<file path="src/rtl/ysyx_22050710_ifu.sv">
// Instruction fetch unit for the multi-cycle ysyx_22050710 core: REQ -> WAIT -> ISSUE -> EXEC loop.
// Optional misaligned-target trap enabled by defining YSYX_22050710_IFU_ALIGN_CHK_EN.
module ysyx_22050710_ifu #(
  parameter logic [63:0] RESET_PC = 64'h0000_0000_8000_0000
) (
  input  logic        i_clk,
  input  logic        i_rst_n,
  output logic        o_imem_req_valid,
  input  logic        i_imem_req_ready,
  output logic [63:0] o_imem_addr,
  input  logic        i_imem_rsp_valid,
  input  logic [31:0] i_imem_rsp_data,
  output logic        o_imem_rsp_ready,
  output logic        o_inst_valid,
  input  logic        i_inst_ready,
  output logic [31:0] o_inst,
  output logic [63:0] o_pc,
  input  logic        i_dnpc_valid,
  input  logic [63:0] i_dnpc,
  output logic        o_dnpc_ready,
  output logic        o_fetch_err
);

  localparam int unsigned XLEN = 64;
  localparam int unsigned ILEN = 32;

  typedef enum logic [2:0] {
    S_REQ   = 3'd0,
    S_WAIT  = 3'd1,
    S_ISSUE = 3'd2,
    S_EXEC  = 3'd3,
    S_ERR   = 3'd4
  } state_t;

  state_t            state_q, state_d;
  logic [XLEN-1:0]   pc_q, pc_d;
  logic [ILEN-1:0]   inst_q, inst_d;

`ifdef YSYX_22050710_IFU_ALIGN_CHK_EN
  logic err_q, err_d;
`endif

  // State, PC and instruction registers
  always_ff @(posedge i_clk or negedge i_rst_n) begin
    if (!i_rst_n) begin
      state_q <= S_REQ;
      pc_q    <= RESET_PC;
      inst_q  <= ILEN'(0);
    end else begin
      state_q <= state_d;
      pc_q    <= pc_d;
      inst_q  <= inst_d;
    end
  end

`ifdef YSYX_22050710_IFU_ALIGN_CHK_EN
  // Sticky misaligned-target flag
  always_ff @(posedge i_clk or negedge i_rst_n) begin
    if (!i_rst_n) begin
      err_q <= 1'b0;
    end else begin
      err_q <= err_d;
    end
  end
`endif

  // Next-state logic; each handshake is honoured only in its owning state
  always_comb begin
    state_d = state_q;
    pc_d    = pc_q;
    inst_d  = inst_q;
`ifdef YSYX_22050710_IFU_ALIGN_CHK_EN
    err_d   = err_q;
`endif
    case (state_q)
      S_REQ: begin
        if (i_imem_req_ready) state_d = S_WAIT;
      end
      S_WAIT: begin
        if (i_imem_rsp_valid) begin
          inst_d  = i_imem_rsp_data;
          state_d = S_ISSUE;
        end
      end
      S_ISSUE: begin
        if (i_inst_ready) state_d = S_EXEC;
      end
      S_EXEC: begin
        if (i_dnpc_valid) begin
`ifdef YSYX_22050710_IFU_ALIGN_CHK_EN
          if (i_dnpc[1:0] != 2'b00) begin
            err_d   = 1'b1;
            state_d = S_ERR;
          end else begin
            pc_d    = i_dnpc;
            state_d = S_REQ;
          end
`else
          pc_d    = i_dnpc;
          state_d = S_REQ;
`endif
        end
      end
      S_ERR: begin
        state_d = S_ERR;
      end
      default: begin
        state_d = S_REQ;
      end
    endcase
  end

  // Outputs are decoded from registered state only
  assign o_imem_req_valid = (state_q == S_REQ);
  assign o_imem_rsp_ready = (state_q == S_WAIT);
  assign o_inst_valid     = (state_q == S_ISSUE);
  assign o_dnpc_ready     = (state_q == S_EXEC);
  assign o_imem_addr      = pc_q;
  assign o_pc             = pc_q;
  assign o_inst           = inst_q;

`ifdef YSYX_22050710_IFU_ALIGN_CHK_EN
  assign o_fetch_err = err_q;
`else
  assign o_fetch_err = 1'b0;
`endif

endmodule
</file>
<file path="config.mk">
export PLATFORM = sky130hd
export DESIGN_NAME = ysyx_22050710_ifu
export DESIGN_NICKNAME = d
export VERILOG_FILES = /design/src/rtl/ysyx_22050710_ifu.sv
export SDC_FILE = /design/constraint.sdc
export NUM_CORES = 1
export LEC_CHECK = 0
export CAP_MARGIN = 20
export CORE_MARGIN = 1.5
export CORE_UTILIZATION = 34
export CTS_CLUSTER_DIAMETER = 200
export CTS_CLUSTER_SIZE = 14
export DETAILED_ROUTE_END_ITERATION = 10
export GPL_TIMING_DRIVEN = 0
export PLACE_DENSITY = 0.77
export SYNTH_ARGS = -nofsm -noshare
export SYNTH_HDL_FRONTEND = slang
export SYNTH_SLANG_ARGS = --single-unit
</file>
<file path="constraint.sdc">
create_clock -name i_clk -period 1.3 [get_ports i_clk]
set_input_delay 0.26 -clock i_clk [delete_from_list [all_inputs] [get_ports i_clk]]
set_output_delay 0.26 -clock i_clk [all_outputs]
set_load 0.02 [all_outputs]
</file>
==> results of run 1 <==
==> cell usage after synthesis, types with 3 or more instances <==
library cell / count
buf_12: 3
dfrtp_1: 98
mux2_2: 67
buf_4: 67
mux2_4: 30
nor2_1: 3
buf_6: 7
==> through the flow <==
stage,util,std cells,TNS (ns),hold WS [ns],instance area (um2)
2_1_floorplan,-,289,-7.53,-0.0356,4670
3_3_place_gp,0.595,726,-405.40,0.489,7540
3_5_place_dp,0.597,727,-45.36,0.324,7570
4_1_cts,0.665,789,-21.77,0.491,8430
5_1_grt,0.677,810,-25.20,0.450,8580
6_report,0.677,810,-19.28,0.429,8580
==> state kept, by name (all words and copies together), names as in the netlist <==
name and flops:
o_imem_addr 64, state_q 3, o_inst 32
==> worst min path at each step <==
stage / startpoint / end / slack, ns / cells past startpoint
after floorplan: i_rst_n / o_imem_addr[0] / -0.04 / 0
after global placement: o_inst[31] / o_inst[31] / 0.49 / 1
after detailed placement: i_rst_n / o_imem_addr[63] / 0.32 / 1
after CTS: i_rst_n / o_inst[15] / 0.49 / 2
after global routing: i_rst_n / o_imem_addr[63] / 0.45 / 2
final: i_rst_n / o_imem_addr[56] / 0.43 / 2
==> per-layer routing <==
metal | GRT usage | vias up | share of wire | wire length [um]
met1 | 0.214 | 1711 | 0.37 | 5090
met5 | 0 | - | 0 | 0
met4 | 0.0699 | 0 | 0.018 | 243
met3 | 0.0587 | 19 | 0.080 | 1090
met2 | 0.336 | 163 | 0.53 | 7190
li1 | - | 1601 | - | -
==> where the power goes <==
part | switching (mW) | total [mW] | internal, mW
Combinational | 6.53 | 15.5 | 9.00
Clock | 1.12 | 3.39 | 2.27
Sequential | 1.32 | 6.00 | 4.68
Total | 8.97 | 24.9 | 15.9
==> cell type report <==
| type | count | area share |
|---|---|---|
| Inverter | 1 | 0.000438 |
| Clock inverter | 5 | 0.0175 |
| Buffer | 68 | 0.0819 |
| Timing Repair Buffer | 342 | 0.374 |
| Sequential cell | 99 | 0.289 |
| Multi-Input combinational cell | 112 | 0.184 |
| Clock buffer | 11 | 0.0271 |
| Tap cell | 172 | 0.0251 |
==> worst max-delay path, stage by stage, from the launching register on <==
cell	delay [ns]
dfrtp_1	0.38
buf_6	0.13
nor4bb_2	0.25
buf_4	0.21
buf_12	0.16
mux2_4	0.30
==> what timing repair did <==
action,4_1_cts,5_1_grt
endpoints found under the hold margin,46,0
setup buffers,38,34
setup endpoints to repair,260,282
gates cloned,7,0
resized for setup,618,183
pin swaps,1,0
hold buffers,1,0
==> cells by family after synthesis <==
| group | count (synthesis) | share of synthesized area |
|---|---|---|
| multiplexers | 98 | 0.274 |
| AO/OA/AOI/OAI | 3 | 0.00480 |
| other | 1 | 0.000847 |
| flip-flops | 99 | 0.560 |
| AND/OR/NAND/NOR | 10 | 0.0141 |
| buffers and inverters | 78 | 0.146 |
==> results.cfg, run 1 <==
[pwr]
p_leak_nw = 4.29
peakVddDrop_uv = 1410
power-per-cell-area_mw_per_mm2 = 2910
p_total_mw = 24.9

[worst_setup_path]
r2r_end = o_inst[6]
rr_startpoint = state_q[1]
endpoint = o_inst[6]
reg2regPathDepth = 5
cp-startpoint = state_q[1]
reg2reg_slack_ns = -0.25
start_kind = flip-flop
required_ns = 1.52
critPathKind = reg -> reg
end_kind = flip-flop
critPathArrivalTime_ns = 1.77
worstPathMaxFanout = 10

[synth]
ys_async_sr_fraction = 1.00
synth_area_mm2 = 0.00443
synth_seq_area_share = 0.560
ys_ff_latch = 99
synthFlopType = dfrtp_1
yosys.area.top_type = dfrtp_1
synth_top_area_share = 0.554
synth_edf_count = 0
ys_warn_count = 0
syn_area_per_cell_um2 = 15.3
synthDistinctLibCells = 21
syn_nets = 391
synthCells = 289
synth_top_cells_by_area = dfrtp_1 (55%), mux2_2 (17%), buf_4 (11%)

[timing]
layout_min_cycle_time_ns = 1.55
setup_ws_ns = -0.251
drv_slew = 0
hold_viol = 0
min_period_over_period = 1.19
rsz0062_at_grt = yes
max_freq_mhz = 645
skew_ns = 0.00981
setup_violations = 101

[placed_design]
gp_congestion = 0.719
dp_slack_ns = -0.565
placement.io_buffers = 265
dp.final_hpwl_um = 9170

[floorplanning]
core_mm2 = 0.0127
start_util = 0.349
die_x_um = 117
dieArea_mm2 = 0.0137
ioPinCount = 267
die_h_um = 117
num_rows = 41

[run_status]
violations = negative setup slack
status = complete, but fails checks

[detailed_routing]
ant_nets = 0
firstDrtPassIters = 4
vias = 3494
drcViolationCount = 0
routed_via_density = 4.31
wire_per_inst_um = 16.8
drt_iter0_markers = 83
wirelength_um = 13600

[global_route]
antenna_found_initial = 0
grt_first_pass_wirelength_um = 19500
grt_max_degree = 54
grt_overflow = 0
grt_util_all_layers = 0.189
grt_pass1_vias = 3673

[cts]
htree_levels = 3
root_buffer = clkbuf_16
clk_transition_reported_paths_ns = 0.07
insertion_delay_ns = 0.34
cts_buffers = 9
clk_path_buf_depth = 2
clock-sinks = 99
cts_tree = done

[layout]
final-seq-area_mm2 = 0.00248
multi_input_area_mm2 = 0.00158
fin_nets = 735
antennaDiodeCount = 0
area_delta_synth_final_pct = 93.7
nFillCells = 917
final_cell_mix = buf_6 (101), clkdlybuf4s50_1 (100), dfrtp_1 (96)
final_common_cell = buf_6
drive_above_1_share = 0.669

[job]
cap_violations = 0

[hold_path]
min_path_type = in -> async
Power figures use the tool's default switching activity.
==> run 2, diff against run 1 <==
- CORE_UTILIZATION: 34 -> 41
- HOLD_SLACK_MARGIN: unset -> 0.03
- PLACE_DENSITY: 0.77 -> 0.87
- SETUP_SLACK_MARGIN: unset -> 0.05
- clock period: 1.3 -> 1.95 ns (I/O delays scaled with it)
==> run 2 against run 1 <==
Effect of this change:
- the flow now finishes without violations
- critical path depth is 3 lower
- die area shrank 17%
- routed wire length down 16%
- core utilization rose by 4.4 points
- first-iteration DRC count is 1.2% lower
- cell area shrank 12%
- total power is 44% lower
- critical endpoint is now o_pc[14]
- largest cell class unchanged
- largest power group unchanged
==> results.cfg, run 2 (same netlist as run 1, synthesis figures left out) <==
[floorplanning]
ioPinCount = 267
dieArea_mm2 = 0.0114
core_mm2 = 0.0104
num_rows = 37
die_h_um = 107
die_x_um = 107
start_util = 0.425

[detailed_routing]
routed_via_density = 4.51
drcViolationCount = 0
wire_per_inst_um = 16.2
wirelength_um = 11400
vias = 3195
firstDrtPassIters = 3
ant_nets = 0
drt_iter0_markers = 82

[cts]
clk_transition_reported_paths_ns = 0.09
cts_buffers = 9
insertion_delay_ns = 0.35
clk_path_buf_depth = 2
cts_tree = done
root_buffer = clkbuf_8
htree_levels = 3
hold_buffers = 0
clock-sinks = 99

[worst_setup_path]
critPathKind = reg -> out
path_cells = buf_4 -> clkdlybuf4s50_1
end_kind = primary output
required_ns = 1.56
max_stage_delay_ns = 0.59
crit_buf_inv = 2
slowest_stage = clkdlybuf4s50_1
critPathArrivalTime_ns = 1.46
cp_top_family = buffers and inverters
start_kind = flip-flop
reg2reg_slack_ns = 0.31
worstPathMaxFanout = 3
r2r_end = o_inst[18]
rr_startpoint = state_q[2]
reg2regPathDepth = 5

[timing]
drv_slew = 0
relSlewSlack = 0.557
layout_min_cycle_time_ns = 1.85
setup_violations = 0
worst_pin_slew_ns = 0.664
rsz0062_at_grt = no
hold_viol = 0
setup_ws_ns = 0.0966
min_period_over_period = 0.950
max_freq_mhz = 540
skew_ns = 0.00876

[layout]
instances_no_fill = 708
nFillCells = 731
area_delta_synth_final_pct = 69.7
multi_input_area_mm2 = 0.00130
largest_reg_flops = 64
fin_nets = 669
final-seq-area_mm2 = 0.00248
antennaDiodeCount = 0
drive_above_1_share = 0.343
postLayoutCellArea_mm2 = 0.00751
final_cell_mix = clkdlybuf4s50_1 (240), dfrtp_1 (97), buf_4 (69)
final_common_cell = clkdlybuf4s50_1

[placed_design]
dp_slack_ns = -0.0554
dpl-instance-area_mm2 = 0.00727
dp.final_hpwl_um = 8980
placement.io_buffers = 265
gp_congestion = 0.766
post-place-cells = 691

[pwr]
power-per-cell-area_mw_per_mm2 = 1870
p_leak_nw = 3.45
peakVddDrop_uv = 1070

[run_status]
status = completed

[global_route]
grt_first_pass_wirelength_um = 17400
antenna_found_initial = 0
grt_max_degree = 51
grt_pass1_vias = 3331
grt_overflow = 0
grt_util_all_layers = 0.198

[job]
cap_violations = 0

[hold_path]
min_path_type = in -> async
run 2: cell type report:
| class | instances | share of cell area |
|---|---|---|
| inverter | 1 | 0.000500 |
| timing repair buffer | 267 | 0.362 |
| sequential | 99 | 0.330 |
| multi-input combinational | 112 | 0.173 |
| buffer | 77 | 0.0854 |
| clock buffer | 12 | 0.0193 |
| clock inverter | 4 | 0.00666 |
| tap | 136 | 0.0227 |
run 2: worst max path at each step:
stage	from	to	slack [ns]	cells after the start
after floorplan	state_q[1]	o_inst[10]	0.46	5
after global placement	i_rst_n	o_inst[7]	-3.06	1
after detailed placement	i_imem_rsp_valid	o_inst[24]	-0.06	5
after CTS	o_imem_addr[8]	o_pc[8]	0.05	2
after global routing	o_imem_addr[39]	o_pc[39]	0.04	2
final	o_imem_addr[14]	o_pc[14]	0.1	2
run 2: power breakdown:
part | internal [mW] | switching [mW] | leakage [nW]
clock network | 0.628 | 0.671 | 0.0926
registers | 3.11 | 0.789 | 1.18
logic | 5.07 | 3.80 | 2.18
run 2: stage by stage:
stage	TNS [ns]	util	total power, mW	hold WS (ns)
after global placement	-301.15	0.696	12.7	0.493
after CTS	0	0.717	14.3	0.0671
final	0	0.721	14.1	0.0584
after floorplan	0	-	8.72	0.0944
after global routing	0	0.721	14.7	0.0897
after detailed placement	-1.27	0.698	13.0	0.461
run 2: metal layers:
metal  routed length [um]  global-route usage  vias up
met5                    0                   0        -
met4                  198              0.0743        0
met3                  762              0.0480       15
met2                 6190               0.361      146
met1                 4300               0.223     1564
li1                     -                   -     1470
run 2: repair_timing:
action | CTS | global route
setup endpoints to repair | 6 | 19
hold endpoints to repair | 0 | 0
resized for setup | 9 | 19
setup buffers | 0 | 1
